**config.mk**
```make
export PLATFORM = sky130hd
export DESIGN_NAME = booth_radix8_seq
export DESIGN_NICKNAME = d
export VERILOG_FILES = /design/src/rtl/booth_radix8_seq.sv
export SDC_FILE = /design/constraint.sdc
export NUM_CORES = 1
export LEC_CHECK = 0
export BUFFER_PORTS_ARGS = -buffer_cell sky130_fd_sc_hd__buf_2
export CAP_MARGIN = 20
export CORE_AREA = 2 2 155 142
export CTS_CLUSTER_DIAMETER = 80
export DETAILED_ROUTE_END_ITERATION = 16
export DIE_AREA = 0 0 157 144
export SYNTH_ARGS = -nofsm -noshare
export SYNTH_HDL_FRONTEND = slang
export SYNTH_SLANG_ARGS = --single-unit
```
**constraint.sdc**
```tcl
create_clock -name clk -period 11.35 [get_ports clk]
set_input_delay 2.27 -clock clk [delete_from_list [all_inputs] [get_ports clk]]
set_output_delay 2.27 -clock clk [all_outputs]
set_load 0.05 [all_outputs]
```
**src/rtl/booth_radix8_seq.sv**
```systemverilog
// Sequential radix-8 Booth multiplier: retires three multiplier bits per clock
// using a precomputed 3*MC hard multiple, with a signed/unsigned mode per operation.
module booth_radix8_seq #(
    parameter int WIDTH = 16
) (
    input  logic                 clk,
    input  logic                 rst,
    input  logic                 start,
    input  logic                 signed_mode,
    input  logic [WIDTH-1:0]     mc,
    input  logic [WIDTH-1:0]     mp,
    output logic                 busy,
    output logic                 done,
    output logic [2*WIDTH-1:0]   prod
);

    localparam int EXT = 3 * ((WIDTH + 3) / 3);
    localparam int N   = EXT / 3;
    localparam int AW  = WIDTH + 4;
    localparam int CW  = $clog2(N + 1);
    localparam int FW  = AW + EXT;

    typedef enum logic [1:0] {
        S_IDLE = 2'd0,
        S_PRE  = 2'd1,
        S_ITER = 2'd2,
        S_DONE = 2'd3
    } state_t;

    state_t             state_r;
    logic [WIDTH:0]     mce_r;
    logic [AW-1:0]      m3_r;
    logic [AW-1:0]      acc_r;
    logic [EXT-1:0]     mpr_r;
    logic               t_r;
    logic [CW-1:0]      cnt_r;

    logic [AW-1:0]      m1_s;
    logic [AW-1:0]      pp_s;
    logic [AW-1:0]      sum_s;
    logic [FW:0]        cat_s;
    logic [FW:0]        shr_s;
    logic               mp_fill_s;

    // Partial product for one Booth digit; negation stays in AW bits so -4*MC is exact.
    function automatic logic [AW-1:0] booth_pp(input logic [3:0] dig,
                                               input logic [AW-1:0] m1,
                                               input logic [AW-1:0] m3);
        logic [AW-1:0] m2;
        logic [AW-1:0] m4;
        m2 = {m1[AW-2:0], 1'b0};
        m4 = {m1[AW-3:0], 2'b00};
        case (dig)
            4'b0000, 4'b1111: booth_pp = '0;
            4'b0001, 4'b0010: booth_pp = m1;
            4'b0011, 4'b0100: booth_pp = m2;
            4'b0101, 4'b0110: booth_pp = m3;
            4'b0111:          booth_pp = m4;
            4'b1000:          booth_pp = ~m4 + {{(AW-1){1'b0}}, 1'b1};
            4'b1001, 4'b1010: booth_pp = ~m3 + {{(AW-1){1'b0}}, 1'b1};
            4'b1011, 4'b1100: booth_pp = ~m2 + {{(AW-1){1'b0}}, 1'b1};
            4'b1101, 4'b1110: booth_pp = ~m1 + {{(AW-1){1'b0}}, 1'b1};
            default:          booth_pp = '0;
        endcase
    endfunction

    // Datapath for one iteration: add the selected multiple, then arithmetic shift by 3.
    always_comb begin
        m1_s      = {{(AW-WIDTH-1){mce_r[WIDTH]}}, mce_r};
        pp_s      = booth_pp({mpr_r[2:0], t_r}, m1_s, m3_r);
        sum_s     = acc_r + pp_s;
        cat_s     = {sum_s, mpr_r, t_r};
        shr_s     = $signed(cat_s) >>> 3;
        mp_fill_s = signed_mode & mp[WIDTH-1];
    end

    // Control FSM and all datapath registers.
    always_ff @(posedge clk) begin
        if (rst) begin
            state_r <= S_IDLE;
            mce_r   <= '0;
            m3_r    <= '0;
            acc_r   <= '0;
            mpr_r   <= '0;
            t_r     <= 1'b0;
            cnt_r   <= '0;
            busy    <= 1'b0;
            done    <= 1'b0;
            prod    <= '0;
        end else begin
            case (state_r)
                S_IDLE: begin
                    done <= 1'b0;
                    if (start) begin
                        mce_r   <= signed_mode ? {mc[WIDTH-1], mc} : {1'b0, mc};
                        mpr_r   <= {{(EXT-WIDTH){mp_fill_s}}, mp};
                        t_r     <= 1'b0;
                        busy    <= 1'b1;
                        state_r <= S_PRE;
                    end else begin
                        busy    <= 1'b0;
                        state_r <= S_IDLE;
                    end
                end
                S_PRE: begin
                    m3_r    <= m1_s + {m1_s[AW-2:0], 1'b0};
                    acc_r   <= '0;
                    cnt_r   <= '0;
                    state_r <= S_ITER;
                end
                S_ITER: begin
                    acc_r <= shr_s[FW:EXT+1];
                    mpr_r <= shr_s[EXT:1];
                    t_r   <= shr_s[0];
                    cnt_r <= cnt_r + CW'(1);
                    // The final product is captured on the same edge that enters S_DONE,
                    // so prod is already valid while done is high.
                    if (cnt_r == CW'(N - 1)) begin
                        prod    <= shr_s[2*WIDTH:1];
                        done    <= 1'b1;
                        state_r <= S_DONE;
                    end else begin
                        state_r <= S_ITER;
                    end
                end
                S_DONE: begin
                    done    <= 1'b0;
                    busy    <= 1'b0;
                    state_r <= S_IDLE;
                end
                default: begin
                    done    <= 1'b0;
                    busy    <= 1'b0;
                    state_r <= S_IDLE;
                end
            endcase
        end
    end

endmodule

```
==> out/results.ini <==
[run_status]
status=finished, final reports clean

[finish]
syn2layout_area_growth_pct=11.3
fin_cells=1307
multiInputGateArea_um2=5080
antenna_cells=0
mostFrequentLayoutCell=nand2_1
drive_gt1_frac=0.119
nFillCells=2233
layout_common_cells=nand2_1, dfxtp_1, nor2_1
fin_nets=1107
ff_latch_area_um2=2220
fin_area_um2=8550

[yosys]
synthFlopType=dfxtp_1
async_flop_share=0
ys.warnings.count=0
synth-simple-area-share=0.203
synth_top_family_by_area=compound AO/OA/AOI/OAI gates
yosysSeqAreaShare=0.289
syn_nets=1075
synthXorXnorAreaFrac=0.0762
synthesis.instances=979
netlist_area_um2=7680
synth_edf_count=0
yosysUniqueCellTypes=76
synth-compound-area-share=0.230
ys_seq_elements=111
synth-adder-area-share=0.0997
syn_avg_cell_area_um2=7.85
synth.area.mux_share=0.0521

[cts]
path_clk_slew_ns=0.09
post_cts_resized=0
holdBufCountCts=0
root_buffer=clkbuf_16
numCtsBuffers=9
cts_tree=done
cts.sinks=111
clock_path_buffers=2
post_cts_buffers=0
insertion_delay_ns=0.37
htreeDepth=3

[pwr]
cellPowerDensity_nw_per_um2=120
clockPowerShare=0.335
combinationalPowerShare=0.249
seqPwrFrac=0.416
netSwitchingPower_mw=0.358
p_int_mw=0.669
leakagePower_nw=3.42
ir_drop_mv=0.0740
swShare=0.348

[detailed_routing]
drc_errors=0
ant_nets=0
vias=7009
drtPass1Iterations=6
wl_per_cell_um=16.2
drt_iter0_markers=650
drt-vias-per-instance=5.36
routed_wl_mm=21.2

[min_path]
whs_endpoint=prod[20]
hold_path_startpoint=prod[20]
worst_hold_path.num_cells=2
hold_class=flip-flop to flip-flop

[floorplanning]
rows=51
die-area_um2=22600
pin_count=70
core_um2=21100
fp.dieH_um=144
start_util=0.364
die_x_um=157

[timing]
fin_setup_tns_ns=0
hold_viol_final=0
slew_headroom=0.406
min_period_over_period=0.434
setup_viol=0
finalCriticalPeriod_ns=4.93
worst_pin_slew_ns=0.888
max_freq_ghz=0.203
drv_slew=0
skew_ns=0.0136
rsz0062_at_grt=no

[worst_setup_path]
critPathLaunchType=flip-flop
r2r_end=acc_r[18]
cp.required_ns=11.65
r2r_cells=19
critPathMaxFanout=21
rrSetupSlack_ns=6.42
crit_arrival_ns=5.23
setup.worst_path.class=flip-flop to flip-flop
critPathCaptureType=flip-flop
r2r-start=mpr_r[1]

[global_route]
grt_max_degree=79
grt_usage=0.193
grt_first_pass_wirelength_mm=34.7
grt_overflow=0
antenna_found_initial=0
grt_pass1_vias=6553

[place]
dp_hpwl_mm=15.4
port_buffers=69
place_area_um2=8230
dp.cells=1291
globalplace.congestion=0.892

[job]
cap_violations=0

[metrics by stage]
| step | power, mW | util | hold slack, ns | setup slack (ns) |
|---|---|---|---|---|
| CTS | 1.04 | 0.405 | 0.457 | 6.43 |
| floorplan | 0.627 | - | 0.445 | 6.85 |
| global placement | 0.690 | 0.389 | 0.442 | 6.54 |
| finish | 1.03 | 0.405 | 0.455 | 6.42 |
| global route | 1.08 | 0.405 | 0.477 | 5.96 |
| detailed placement | 0.690 | 0.389 | 0.444 | 6.47 |
[cell usage after synthesis, types with 3 or more instances]
cell       count  area (um^2)
nand2_1      145          544
dfxtp_1      111         2220
nor2_1        93          349
a21oi_1       90          450
ha_1          58          726
xnor2_1       46          403
clkbuf_1      43          161
mux2i_1       40          400
o21ai_0       31          155
inv_1         30          113
a211oi_1      29          218
nor3_1        28          140
xor2_1        19          166
nand3_1       16         80.1
o21ai_1       14         70.1
a222oi_1      12          120
and3_1        12         75.1
a21o_1        11         82.6
nor2b_1       10         62.6
a22oi_1        9         67.6
buf_1          9         33.8
o21a_1         8         60.1
o211ai_1       6         45.0
a221oi_1       5         43.8
a31oi_1        5         31.3
nor4_1         5         31.3
or3_1          5         31.3
and2_1         4         25.0
nand2b_1       4         25.0
a2111oi_0      3         26.3
a211o_1        3         26.3
a2bb2oi_1      3         26.3
a31o_2         3         26.3
buf_2          3         15.0
buf_6          3         33.8
nor4b_1        3         26.3
o2111ai_1      3         26.3
o21bai_1       3         22.5
o221ai_1       3         26.3
o32ai_1        3         26.3
[final cells by class]
cell class | instances | share of cell area
well taps | 291 | 0.0426
inverters | 31 | 0.0136
repair buffers | 82 | 0.0521
flip-flops and latches | 111 | 0.260
clock inverters | 7 | 0.0113
multi-input cells | 776 | 0.594
clock buffers | 9 | 0.0264
[per-layer routing]
layer | vias up | GRT usage | routed length, um
li1 | 3551 | - | -
met1 | 3281 | 0.264 | 10200
met2 | 165 | 0.311 | 9680
met3 | 12 | 0.0402 | 1130
met4 | 0 | 0.0439 | 206
met5 | - | 0 | 0
[sequential cells by signal, summed over array words and instances, names as in the netlist]
register  cells
prod         32
m3_r         19
mpr_r        18
acc_r        17
mce_r        17
cnt_r         3
state_r       2
busy          1
done          1
t_r           1
[logic make-up after synthesis]
logic type	count (synthesis)
flops	111
xor+xnor	66
simple gates	343
buf+inv	92
mux	40
fa+ha+maj	60
compound gates	267
[worst max-delay path by stage]
| stage | start | to | slack, ns | cells past startpoint |
|---|---|---|---|---|
| after floorplan | t_r | acc_r[18] | 6.85 | 23 |
| after global placement | mpr_r[1] | acc_r[18] | 6.54 | 19 |
| after detailed placement | mpr_r[1] | acc_r[18] | 6.47 | 19 |
| after CTS | mpr_r[1] | acc_r[18] | 6.43 | 19 |
| after global routing | mpr_r[1] | acc_r[18] | 5.96 | 19 |
| final | mpr_r[1] | acc_r[18] | 6.42 | 19 |
[critical path, cell delays in order (launching register included)]
cell      delay (ns)
dfxtp_1         0.81
nand3_1         0.57
mux2i_1         0.30
ha_1            0.30
nand2_1         0.09
xor2_1          0.15
nand2_1         0.07
o21ai_0         0.10
a222oi_1        0.35
nand2_1         0.11
ha_1            0.33
a2111o_1        0.31
o21ai_0         0.09
nand3b_1        0.16
nand3_1         0.11
a31o_2          0.29
a21o_1          0.17
a21oi_1         0.17
xor2_1          0.19
mux2i_1         0.19
[power groups by stage]
stage,sequential (mW),combinational [mW],clock [mW]
floorplan,0.424,0.202,0
finish,0.428,0.256,0.344
detailed placement,0.437,0.254,0
global placement,0.437,0.253,0
global route,0.431,0.285,0.367
CTS,0.428,0.256,0.354
Note: power is estimated with default switching activity, not from simulation.
